File: config.mk
export PLATFORM = sky130hd
export DESIGN_NAME = store_buffer
export DESIGN_NICKNAME = d
export VERILOG_FILES = /design/src/rtl/store_buffer.sv
export SDC_FILE = /design/constraint.sdc
export NUM_CORES = 1
export LEC_CHECK = 0
export CORE_ASPECT_RATIO = 0.8
export CORE_MARGIN = 2
export CORE_UTILIZATION = 45
export CTS_CLUSTER_DIAMETER = 60
export DETAILED_ROUTE_END_ITERATION = 16
export PLACE_DENSITY = 0.76
export SETUP_SLACK_MARGIN = 0.1
export SKIP_LAST_GASP = 1
export SYNTH_ARGS = -nofsm -noshare
export SYNTH_HDL_FRONTEND = slang
export SYNTH_SLANG_ARGS = --single-unit
File: constraint.sdc
create_clock -name clk -period 5.2 [get_ports clk]
set_input_delay 0.52 -clock clk [delete_from_list [all_inputs] [get_ports clk]]
set_output_delay 0.52 -clock clk [all_outputs]
set_load 0.1 [all_outputs]
File: src/rtl/store_buffer.sv
// -----------------------------------------------------------------------------
// store_buffer
//
// Load/store front end placed directly in front of a single-ported Memory.
// Stores are queued in a small in-order FIFO and drained one per cycle to the
// port. Loads use the port directly when no buffered store overlaps their
// bytes. Load data is sign- or zero-extended and returned one cycle after the
// load is accepted.
//
// Parameters
//   DEPTH         number of store entries (power of two, >= 2)
//
// Ports
//   clk           clock, rising edge
//   rst_n         asynchronous active-low reset
//   st_valid      store request            st_ready   store accepted (not full)
//   st_addr       store byte address       st_data    LSB-aligned store data
//   st_length     0=byte 1=half 2=word (>=3 treated as word)
//   ld_valid      load request             ld_ready   load accepted this cycle
//   ld_addr       load byte address        ld_length  same encoding as st_length
//   ld_unsigned   1 = zero-extend
//   ld_rvalid     one-cycle pulse, ld_rdata valid
//   ld_rdata      extended load result
//   mem_hold      port owned by another master this cycle
//   sb_empty      no buffered stores
//   address, wr_data, wr_enable, write_length   to Memory
//   read_data     from Memory (combinational, little-endian)
// -----------------------------------------------------------------------------
module store_buffer #(
  parameter int DEPTH = 4
) (
  input  logic        clk,
  input  logic        rst_n,
  input  logic        st_valid,
  output logic        st_ready,
  input  logic [31:0] st_addr,
  input  logic [31:0] st_data,
  input  logic [2:0]  st_length,
  input  logic        ld_valid,
  output logic        ld_ready,
  input  logic [31:0] ld_addr,
  input  logic [2:0]  ld_length,
  input  logic        ld_unsigned,
  output logic        ld_rvalid,
  output logic [31:0] ld_rdata,
  input  logic        mem_hold,
  output logic        sb_empty,
  output logic [31:0] address,
  output logic [31:0] wr_data,
  output logic        wr_enable,
  output logic [2:0]  write_length,
  input  logic [31:0] read_data
);

  localparam int AW = $clog2(DEPTH);
  localparam int CW = AW + 1;

  // Entry storage (datapath only, never needs a reset value).
  logic [31:0]   ent_addr_r [DEPTH];
  logic [31:0]   ent_data_r [DEPTH];
  logic [1:0]    ent_len_r  [DEPTH];

  logic [AW-1:0] wr_ptr_r;
  logic [AW-1:0] rd_ptr_r;
  logic [CW-1:0] count_r;

  logic          full_s;
  logic          empty_s;
  logic          overlap_s;
  logic          st_fire_s;
  logic          ld_fire_s;
  logic          drain_s;
  logic [32:0]   ld_end_s;
  logic [31:0]   ld_ext_s;

  logic          ld_rvalid_r;
  logic [31:0]   ld_rdata_r;

  // Sizes >= 3 collapse to a word access.
  function automatic logic [1:0] norm_len(input logic [2:0] len);
    logic [1:0] r;
    if (len >= 3'd3) begin
      r = 2'd2;
    end else begin
      r = len[1:0];
    end
    return r;
  endfunction

  // Last byte address of an access, kept in 33 bits so the range cannot wrap.
  function automatic logic [32:0] span_end(input logic [31:0] a, input logic [1:0] len);
    logic [32:0] r;
    case (len)
      2'd0:    r = {1'b0, a};
      2'd1:    r = {1'b0, a} + 33'd1;
      default: r = {1'b0, a} + 33'd3;
    endcase
    return r;
  endfunction

  // Sign/zero extension of the raw little-endian memory word.
  function automatic logic [31:0] extend(input logic [31:0] d, input logic [1:0] len,
                                         input logic uns);
    logic [31:0] r;
    case (len)
      2'd0: begin
        if (uns) begin
          r = {24'd0, d[7:0]};
        end else begin
          r = {{24{d[7]}}, d[7:0]};
        end
      end
      2'd1: begin
        if (uns) begin
          r = {16'd0, d[15:0]};
        end else begin
          r = {{16{d[15]}}, d[15:0]};
        end
      end
      default: r = d;
    endcase
    return r;
  endfunction

  assign full_s   = (count_r == CW'(DEPTH));
  assign empty_s  = (count_r == {CW{1'b0}});
  assign ld_end_s = span_end(ld_addr, norm_len(ld_length));
  assign ld_ext_s = extend(read_data, norm_len(ld_length), ld_unsigned);

  // Overlap search: a slot is live when its distance from the head is below count.
  always_comb begin
    overlap_s = 1'b0;
    for (int i = 0; i < DEPTH; i++) begin
      if ({1'b0, AW'(i) - rd_ptr_r} < count_r) begin
        if (({1'b0, ent_addr_r[i]} <= ld_end_s) &&
            ({1'b0, ld_addr} <= span_end(ent_addr_r[i], ent_len_r[i]))) begin
          overlap_s = 1'b1;
        end else begin
          overlap_s = overlap_s;
        end
      end else begin
        overlap_s = overlap_s;
      end
    end
  end

  // Handshakes and port arbitration: hold > load > drain > idle.
  always_comb begin
    st_fire_s = st_valid && !full_s;
    ld_ready  = !mem_hold && !st_valid && !full_s && !overlap_s;
    ld_fire_s = ld_valid && ld_ready;
    if (mem_hold || ld_fire_s || empty_s) begin
      drain_s = 1'b0;
    end else begin
      drain_s = 1'b1;
    end
  end

  // Memory port drive: head entry by default, load address on a read cycle.
  always_comb begin
    wr_data      = ent_data_r[rd_ptr_r];
    write_length = {1'b0, ent_len_r[rd_ptr_r]};
    wr_enable    = drain_s;
    if (ld_fire_s) begin
      address = ld_addr;
    end else begin
      address = ent_addr_r[rd_ptr_r];
    end
  end

  // Entry write on store acceptance.
  always_ff @(posedge clk) begin
    if (st_fire_s) begin
      ent_addr_r[wr_ptr_r] <= st_addr;
      ent_data_r[wr_ptr_r] <= st_data;
      ent_len_r[wr_ptr_r]  <= norm_len(st_length);
    end
  end

  // FIFO pointers and occupancy; simultaneous push and drain keeps count.
  always_ff @(posedge clk or negedge rst_n) begin
    if (!rst_n) begin
      wr_ptr_r <= {AW{1'b0}};
      rd_ptr_r <= {AW{1'b0}};
      count_r  <= {CW{1'b0}};
    end else begin
      if (st_fire_s) begin
        wr_ptr_r <= wr_ptr_r + AW'(1);
      end
      if (drain_s) begin
        rd_ptr_r <= rd_ptr_r + AW'(1);
      end
      case ({st_fire_s, drain_s})
        2'b10:   count_r <= count_r + CW'(1);
        2'b01:   count_r <= count_r - CW'(1);
        default: count_r <= count_r;
      endcase
    end
  end

  // Load response register: data captured at the edge ending the read cycle.
  always_ff @(posedge clk or negedge rst_n) begin
    if (!rst_n) begin
      ld_rvalid_r <= 1'b0;
      ld_rdata_r  <= 32'd0;
    end else begin
      ld_rvalid_r <= ld_fire_s;
      if (ld_fire_s) begin
        ld_rdata_r <= ld_ext_s;
      end
    end
  end

  assign st_ready  = !full_s;
  assign sb_empty  = empty_s;
  assign ld_rvalid = ld_rvalid_r;
  assign ld_rdata  = ld_rdata_r;

endmodule
Word level (Yosys, flattened, before mapping):

Memories as Yosys holds them, arrays and structs flattened.
Index checks and enable logic that the tools add are counted.
Widths: inputs -> output; s select.

* output and inout bits: 104
* latch bits: 0
* input bits: 140
* register bits after elaboration: 40
* memories: 3
* bits in read-only memories: 0
* RAM bits: 264

Memory list
* ent_addr_r: depth 4, width 32, rd ports 5, clocked after Yosys merged registers in 0, wr ports 1, RTL line 59 `logic [31:0] ent_addr_r [DEPTH];`
* ent_data_r: depth 4, width 32, rd ports 1, clocked after Yosys merged registers in 0, wr ports 1, RTL line 60 `logic [31:0] ent_data_r [DEPTH];`
* ent_len_r: depth 4, width 2, rd ports 5, clocked after Yosys merged registers in 0, wr ports 1, RTL line 61 `logic [1:0] ent_len_r [DEPTH];`

* shifts and indexed selects: 0
* reduce and logical (&&, ||, !) cells: 22
* equality and inequality tests: 8
* divide/modulo/power cells: 0
* magnitude comparators: 14
* multiplexer cells: 28
* $mul: 0
* $add $sub $neg: 18
* bitwise operators: 0

Operators by type and width (count)
* $pmux 33 s2: 5
* $le 32x33->1: 8
* $add 32x1->33 const B: 5
* $add 32x2->33 const B: 5
* $mux 33: 4
* $mux 32: 3
* $pmux 32 s2: 1
* $eq 2x1->1 const B: 6
* $lt 2x3->1: 4
* $mux 1: 11
* $logic_not 2->1: 5
* $logic_and 1x1->1: 9
* $ge 3x2->1 const B: 2
* $mux 2: 3
* $pmux 3 s2: 1
* $add 2x1->2 const B: 2
* $logic_not 1->1: 4
* $sub 1x2->2 const A: 2
* $sub 2x2->2 const A: 2
* $add 3x1->3 const B: 1
* $eq 3x3->1 const B: 1
* $logic_not 3->1: 1
* $sub 3x1->3 const B: 1
* $eq 2x2->1 const B: 1
* other kinds (2): 3

Longest topological paths before layout:

Gate-level depths: netlist of the first run.

* word-level depth: 22
* gate-level depth with buffers: 29
* depth with buffers taken out: 28

Worst setup path before layout of the first run:

Ideal clock, no wire load.

* path type: register -> output
* start point: memory ent_len_r[1][1]
* end point: output port address[0]
* arrival time: 6410 ps
* required time: 4680 ps
* stages on the path, launching flop included: 24
* path buffers: 2
* path slack: -1730 ps
* cell sequence: edfxtp_1 -> nand2b_1 -> ha_1 -> a21oi_1 -> nor3b_1 -> nand2_1 -> nor2_1 -> and3_1 -> nand3_1 -> nor2_1 -> nand4_1 -> xor2_1 -> ha_1 -> nand4_1 -> nor4_1 -> nor3b_1 -> nor4b_1 -> a31o_1 -> a21oi_2 -> o211ai_2 -> nor3_2 -> buf_6 -> buf_4 -> o21ai_0

RTL lines
* start: declaration: RTL line 61
* end: declaration: RTL line 48 `output logic [31:0] address,`

==> flow_summary.yaml, run 1 <==
drt:
  routed_wire_length_per_instance_um: 24.08
  route.vias.total: 17340
  routed_via_density: 5.884
  routed_wirelength_um: 70970
  drc: 0
  total_iterations_of_the_first_detailed_routing_run: 5
  route.antenna.remaining_nets: 0
  first_iter_violations: 1566
die:
  placeable_core_area_um2: 45460
  ioPinCount: 244
  floorplan.die_area_um2: 47520
  die-height_um: 195.4
  fp.dieW_um: 243.2
  initial_utilization: 0.4532
  rows: 70
synth:
  post_synth.cell_area_avg_um2: 12.03
  synth_edf_count: 264
  yosysUniqueCellTypes: 67
  ys.flop_type: "sky130_fd_sc_hd__edfxtp_1"
  synth_fp_nets: 2129
  seq_area_frac_synth: 0.4334
  mappedNetlistArea_um2: 20600
  synth-warning-count: 0
  synthesis.instances: 1713
  synthArstFlopShare: 0.1316
  ys_ff_latch: 304
sta:
  max_freq_mhz: 159.5
  min_period_ns: 6.271
  period_share: 1.206
  rsz0062_at_grt: "yes"
  clk_skew_ns: 0.02729
  slew_headroom: 0.2406
  hold_viol_final: 0
  final.setup.worst_slack_ns: -1.071
  setup_violations: 72
  worst_slew_pin_slew_ns: 1.139
  timing.final.max_slew_violations: 0
critical_path:
  reg2regPathDepth: 28
  critPathKind: "reg2out"
  r2r_start: "ent_len_r[2][1]"
  data_arrival_time_of_the_critical_path_ns: 5.75
  worst_setup_path_end_kind: "output port"
  timing.critical_path.to: "address[10]"
  setup.reg_to_reg.worst_slack_ns: -0.86
  required_ns: 4.68
  timing.rr.end: "count_r[2]"
  worst_setup_path_start_kind: "register"
  crit_start: "ent_len_r[2][1]"
  crit_path_max_fanout: 5
clocking:
  clock-root-buffer: "sky130_fd_sc_hd__clkbuf_16"
  clockBufferDepth: 3
  cts_tree: "built"
  cts-buffers-inserted: 35
  cts_max_level: 2
  clkSinkCount: 304
  clk_latency_ns: 0.56
  cts.clk_slew.worst_paths_ns: 0.06
layout:
  final_design_area_no_fill_um2: 28440
  final_layout_size_suffix_gt1_frac: 0.2784
  area_growth_syn_to_layout_pct: 38.05
  diodes: 0
  layoutNonFillerInstCount: 2947
  final_nets: 2731
placed_design:
  place.gp.congestion: 0.9868
  place_hpwl_um: 53770
  placed_cells: 2858
  numPortBuffers: 242
  place_area_um2: 26580
run_status:
  violations: "setup timing"
  status: "finished with violations"
global_route:
  grt_usage: 0.2982
  antenna_found_initial: 0
  first_global_vias: 17700
  grt_max_degree: 67
  grt_pass1_wl_um: 107100
  grt_remaining_overflow: 0
power_and_ir_drop:
  power_density_nw_per_um2: 543.3
  static-leakage-power_nw: 11.24
  ir_drop_mv: 0.6937
hold_path:
  hold_class: "in2async"
job:
  cap_violations: 0
cell families after synthesis:
kind of cell	share of synthesized area
multiplexers	0.1019
buffers and inverters	0.01688
flip-flops	0.4334
XOR/XNOR	0.06887
AND/OR/NAND/NOR	0.1297
AO/OA/AOI/OAI	0.07931
adder cells (fa/ha/maj)	0.1698
other	0.0001820
where the power goes:
part           switching [mW]  internal (mW)
registers               0.458           3.29
logic                    6.11           3.28
clock network            1.01           1.30
registers in the layout, indices dropped and copies added, names as in the netlist:
name	flops
count_r	3
ent_addr_r	128
ent_data_r	128
ent_len_r	8
ld_rdata	32
ld_rvalid	1
rd_ptr_r	2
wr_ptr_r	2
area by class of cell:
| type | count | area [um2] |
|---|---|---|
| multi-input combinational | 1341 | 11780 |
| fill | 3466 | 17010 |
| inverter | 29 | 108.9 |
| tap | 612 | 765.7 |
| timing repair buffer | 604 | 5783 |
| clock inverter | 17 | 170.2 |
| sequential | 304 | 8936 |
| clock buffer | 40 | 894.6 |
cell usage after synthesis, drive strengths merged, types with 4 or more instances:
cell type / n / area, um2
nor2b: 13 / 81.33
edfxtp: 264 / 7928
nand2: 130 / 488.0
mux2i: 5 / 50.05
and3: 38 / 242.7
fa: 6 / 120.1
and2: 9 / 56.30
ha: 270 / 3378
o31ai: 4 / 30.03
mux2: 40 / 563.0
o211ai: 10 / 80.07
and4: 17 / 153.9
o21ai: 45 / 225.2
a31oi: 7 / 43.79
a221oi: 5 / 43.79
xor2: 110 / 963.4
a211oi: 13 / 97.59
clkbuf: 16 / 60.06
or3: 5 / 31.28
nor2: 96 / 360.4
nor3: 26 / 140.1
or2: 6 / 37.54
nor3b: 7 / 57.55
nand4: 69 / 431.7
a21oi: 143 / 719.4
a311oi: 5 / 43.79
dfrtp: 40 / 1001
a21o: 14 / 105.1
nand2b: 8 / 50.05
nand3: 77 / 385.4
nor4: 9 / 71.32
mux4: 66 / 1486
buf: 23 / 178.9
xnor2: 52 / 455.4
o21bai: 4 / 30.03
nor4b: 5 / 58.80
inv: 29 / 108.9
a2111oi: 4 / 35.03
critical path, stage by stage (launching register included):
cell and delay (ns):
sky130_fd_sc_hd__edfxtp_1 0.38, sky130_fd_sc_hd__nand2b_1 0.20, sky130_fd_sc_hd__ha_1 0.29, sky130_fd_sc_hd__a21oi_1 0.07, sky130_fd_sc_hd__nor3b_2 0.29, sky130_fd_sc_hd__and3_1 0.30, sky130_fd_sc_hd__and2_1 0.15, sky130_fd_sc_hd__buf_4 0.16
sky130_fd_sc_hd__nand3_1 0.10, sky130_fd_sc_hd__xor2_1 0.18, sky130_fd_sc_hd__ha_1 0.30, sky130_fd_sc_hd__nand4_1 0.17, sky130_fd_sc_hd__nor4_1 0.36, sky130_fd_sc_hd__buf_4 0.21, sky130_fd_sc_hd__and4_1 0.34, sky130_fd_sc_hd__a31oi_1 0.07
sky130_fd_sc_hd__o211a_1 0.16, sky130_fd_sc_hd__a311oi_1 0.48, sky130_fd_sc_hd__nor3_4 0.10, sky130_fd_sc_hd__buf_6 0.18, sky130_fd_sc_hd__clkbuf_16 0.19, sky130_fd_sc_hd__mux2_4 0.32, sky130_fd_sc_hd__buf_12 0.17
layout by cell type (no fill, tap or decap), types with 10 or more instances in the layout:
cell type and count:
sky130_fd_sc_hd__o21ai_0 43, sky130_fd_sc_hd__nand3_1 73, sky130_fd_sc_hd__mux2_2 10, sky130_fd_sc_hd__ha_1 268, sky130_fd_sc_hd__clkbuf_16 36, sky130_fd_sc_hd__nor2_2 18
sky130_fd_sc_hd__nand4_1 69, sky130_fd_sc_hd__nor2_1 72, sky130_fd_sc_hd__nor2b_1 12, sky130_fd_sc_hd__buf_4 338, sky130_fd_sc_hd__nor3_1 20, sky130_fd_sc_hd__and3_1 31
sky130_fd_sc_hd__inv_1 28, sky130_fd_sc_hd__a21o_1 14, sky130_fd_sc_hd__and4_1 15, sky130_fd_sc_hd__dfrtp_1 38, sky130_fd_sc_hd__a21oi_2 12, sky130_fd_sc_hd__a21oi_1 131
sky130_fd_sc_hd__edfxtp_1 264, sky130_fd_sc_hd__mux4_2 66, sky130_fd_sc_hd__nand2_1 129, sky130_fd_sc_hd__buf_12 40, sky130_fd_sc_hd__xor2_1 107, sky130_fd_sc_hd__xnor2_1 51
sky130_fd_sc_hd__a211oi_1 13, sky130_fd_sc_hd__mux2_4 30, sky130_fd_sc_hd__clkdlybuf4s50_1 207
metal layers:
metal	up-vias	part of all wire	track usage
met3	118	0.084	0.04467
met1	8640	0.43	0.4285
met4	0	0.028	0.07839
li1	7838	-	-
met2	745	0.45	0.4729
met5	-	0	0
how the worst min path moves through the flow:
stage                      from     endpoint  slack [ns]  cells after the start
finish                    rst_n  ld_rdata[4]        0.12                      1
global route              rst_n  ld_rdata[0]        0.18                      1
CTS                       rst_n  ld_rdata[0]        0.12                      1
detailed placement  ld_rdata[0]  ld_rdata[0]        0.50                      1
global placement    ld_rdata[1]  ld_rdata[1]        0.49                      1
floorplan                 rst_n   count_r[0]        0.22                      0
repair_timing:
item | in CTS | in global routing
hold buffers | 0 | 0
endpoints found under the setup margin | 72 | 72
resized for setup | 78 | 14
buffers inserted | 20 | 3
cloned | 8 | 1
pin swaps | 19 | 2
through the flow:
step	power, mW	setup slack [ns]	setup TNS [ns]	utilization	hold WS (ns)
after CTS	15.40	-0.9991	-45.98	0.6236	0.1179
final	15.45	-1.071	-52.67	0.6257	0.1210
after global placement	12.72	-1.057	-62.43	0.5847	0.4915
after detailed placement	12.85	-1.191	-72.66	0.5847	0.4989
after floorplan	9.888	-1.096	-4.784	-	0.2244
after global routing	16.04	-1.227	-64.27	0.6257	0.1784
Power figures use the tool's default switching activity.
==> run 2, diff against run 1 <==
Settings changed: CTS_CLUSTER_DIAMETER 60 to 200.
==> flow_summary.yaml, run 2 (synthesized netlist as in run 1, its figures left out) <==
placed_design:
  place.gp.congestion: 0.9868
  place_hpwl_um: 53770
  numPortBuffers: 242
  place_area_um2: 26580
  place_ws_ns: -1.191
  placed_cells: 2858
clocking:
  clkSinkCount: 304
  cts_max_level: 1
  clockBufferDepth: 3
  clock-root-buffer: "sky130_fd_sc_hd__clkbuf_16"
  cts.clk_slew.worst_paths_ns: 0.06
  cts-buffers-inserted: 31
  holdBufCountCts: 0
  clk_latency_ns: 0.60
  cts_tree: "built"
drt:
  total_iterations_of_the_first_detailed_routing_run: 5
  routed_wirelength_um: 71270
  routed_via_density: 5.900
  route.vias.total: 17360
  first_iter_violations: 1670
  route.antenna.remaining_nets: 0
  drc: 0
  routed_wire_length_per_instance_um: 24.22
die:
  rows: 70
  placeable_core_area_um2: 45460
  die-height_um: 195.4
  floorplan.die_area_um2: 47520
  fp.dieW_um: 243.2
  initial_utilization: 0.4532
  ioPinCount: 244
global_route:
  grt_pass1_wl_um: 106100
  grt_remaining_overflow: 0
  globalRouteMet1Util: 0.4247
  grt_max_degree: 67
  first_global_vias: 17550
  gr_peak_layer: "met2"
  grt_usage: 0.2935
  groute.layer.met2.usage: 0.4666
  antenna_found_initial: 1
  use_met3: 0.04398
layout:
  layoutNonFillerInstCount: 2943
  final_nets: 2727
  final_design_area_no_fill_um2: 28520
  final_layout_size_suffix_gt1_frac: 0.2857
  layout.cells.most_common_list: "337 x sky130_fd_sc_hd__buf_4, 267 x sky130_fd_sc_hd__ha_1, 264 x sky130_fd_sc_hd__edfxtp_1"
  utilization: 0.6275
  diodes: 0
  most_common_library_cell_in_the_layout_ignoring_fill_and_taps: "sky130_fd_sc_hd__buf_4"
  area_growth_syn_to_layout_pct: 38.44
sta:
  rsz0062_at_grt: "yes"
  slew_headroom: 0.2400
  clk_skew_ns: 0.01309
  max_freq_mhz: 158.5
  setup_violations: 72
  timing.final.max_slew_violations: 0
  hold_viol_final: 0
  worst_slew_pin_slew_ns: 1.140
  period_share: 1.213
  whs_ns: 0.06608
  final.setup.worst_slack_ns: -1.110
  min_period_ns: 6.310
hold_path:
  hold_class: "in2async"
critical_path:
  data_arrival_time_of_the_critical_path_ns: 5.79
  worst_setup_path_start_kind: "register"
  reg2regPathDepth: 31
  required_ns: 4.68
  crit_path_max_fanout: 7
  worst_setup_path_end_kind: "output port"
  critPathKind: "reg2out"
power_and_ir_drop:
  ir_drop_mv: 0.7058
  static-leakage-power_nw: 11.23
  power_density_nw_per_um2: 539.5
run_status:
  status: "finished with violations"
  violations: "setup timing"
job:
  cap_violations: 0
-- run 2: cell types whose count changed in the layout (fill, tap and decap cells not counted), moves of 3 or more --
cell,previous run,this run
sky130_fd_sc_hd__a21oi_1,131,117
sky130_fd_sc_hd__a21oi_2,12,25
sky130_fd_sc_hd__clkbuf_1,5,9
sky130_fd_sc_hd__clkbuf_16,36,33
sky130_fd_sc_hd__clkbuf_8,0,3
sky130_fd_sc_hd__inv_6,3,0
sky130_fd_sc_hd__mux2_2,10,4
sky130_fd_sc_hd__mux2_4,30,36
sky130_fd_sc_hd__nor2_1,72,68
sky130_fd_sc_hd__nor2_2,18,2
sky130_fd_sc_hd__nor2_4,6,26
-- run 2: path summary, 6_finish.rpt --
check                           slack (ns)              from           to
worst min-delay path                  0.07             rst_n  ld_rdata[7]
worst max-delay path                 -1.11  ent_addr_r[1][1]    wr_enable
min in group clk                      0.52       ld_rdata[3]  ld_rdata[3]
max in group asynchronous             4.44             rst_n  rd_ptr_r[1]
worst max register to register       -0.81  ent_addr_r[1][1]   count_r[2]
worst min register to register        0.52       ld_rdata[3]  ld_rdata[3]
-- run 2: layout make-up --
cell class                 instances  area [um2]
multi-input combinational       1341       12010
clock buffer                      43       850.8
sequential                       304        8936
timing repair buffer             604        5767
fill                            3438       16930
clock inverter                    10       83.83
inverter                          29       108.9
tap                              612       765.7
-- run 2: power breakdown --
part	internal [mW]	leakage, nW	switching [mW]
Sequential	3.29	2.89	0.491
Clock	1.18	0.458	0.939
Combinational	3.35	7.88	6.14
Total	7.82	11.2	7.57
-- run 2: critical path: stages, from the launching register on --
cell and delay [ns]:
sky130_fd_sc_hd__edfxtp_1 0.51, sky130_fd_sc_hd__ha_4 0.32, sky130_fd_sc_hd__a21oi_2 0.05, sky130_fd_sc_hd__nor3b_2 0.20, sky130_fd_sc_hd__nand2_1 0.12, sky130_fd_sc_hd__nor2_4 0.14, sky130_fd_sc_hd__and3_4 0.27, sky130_fd_sc_hd__buf_6 0.12
sky130_fd_sc_hd__buf_6 0.10, sky130_fd_sc_hd__nand4_1 0.17, sky130_fd_sc_hd__xor2_2 0.21, sky130_fd_sc_hd__ha_1 0.30, sky130_fd_sc_hd__nand4_1 0.12, sky130_fd_sc_hd__nor4_4 0.24, sky130_fd_sc_hd__buf_4 0.19, sky130_fd_sc_hd__nor3b_4 0.32
sky130_fd_sc_hd__nor4b_4 0.29, sky130_fd_sc_hd__buf_4 0.18, sky130_fd_sc_hd__a31o_1 0.16, sky130_fd_sc_hd__a21oi_2 0.05, sky130_fd_sc_hd__o211ai_2 0.21, sky130_fd_sc_hd__nor3_4 0.06, sky130_fd_sc_hd__buf_6 0.17, sky130_fd_sc_hd__buf_12 0.15
sky130_fd_sc_hd__nor3_4 0.23, sky130_fd_sc_hd__buf_6 0.14, sky130_fd_sc_hd__buf_12 0.17
-- run 2: repair_timing --
action                                  4_1_cts  5_1_grt
buffers inserted                             14       10
endpoints found under the setup margin       72       72
cloned                                        7        2
gates resized for setup                      55       94
pin swaps                                    21       18
-- run 2: metal layers --
metal,part of all wire,vias up
met5,0.00018,-
met4,0.028,2
met3,0.088,116
met2,0.46,765
met1,0.43,8650
li1,-,7830
-- run 2: stage by stage --
stage	power, mW	setup TNS (ns)
after floorplan	9.888	-4.784
after global placement	12.72	-62.43
after detailed placement	12.85	-72.66
after CTS	15.15	-36.42
after global routing	15.95	-52.32
final	15.39	-41.90
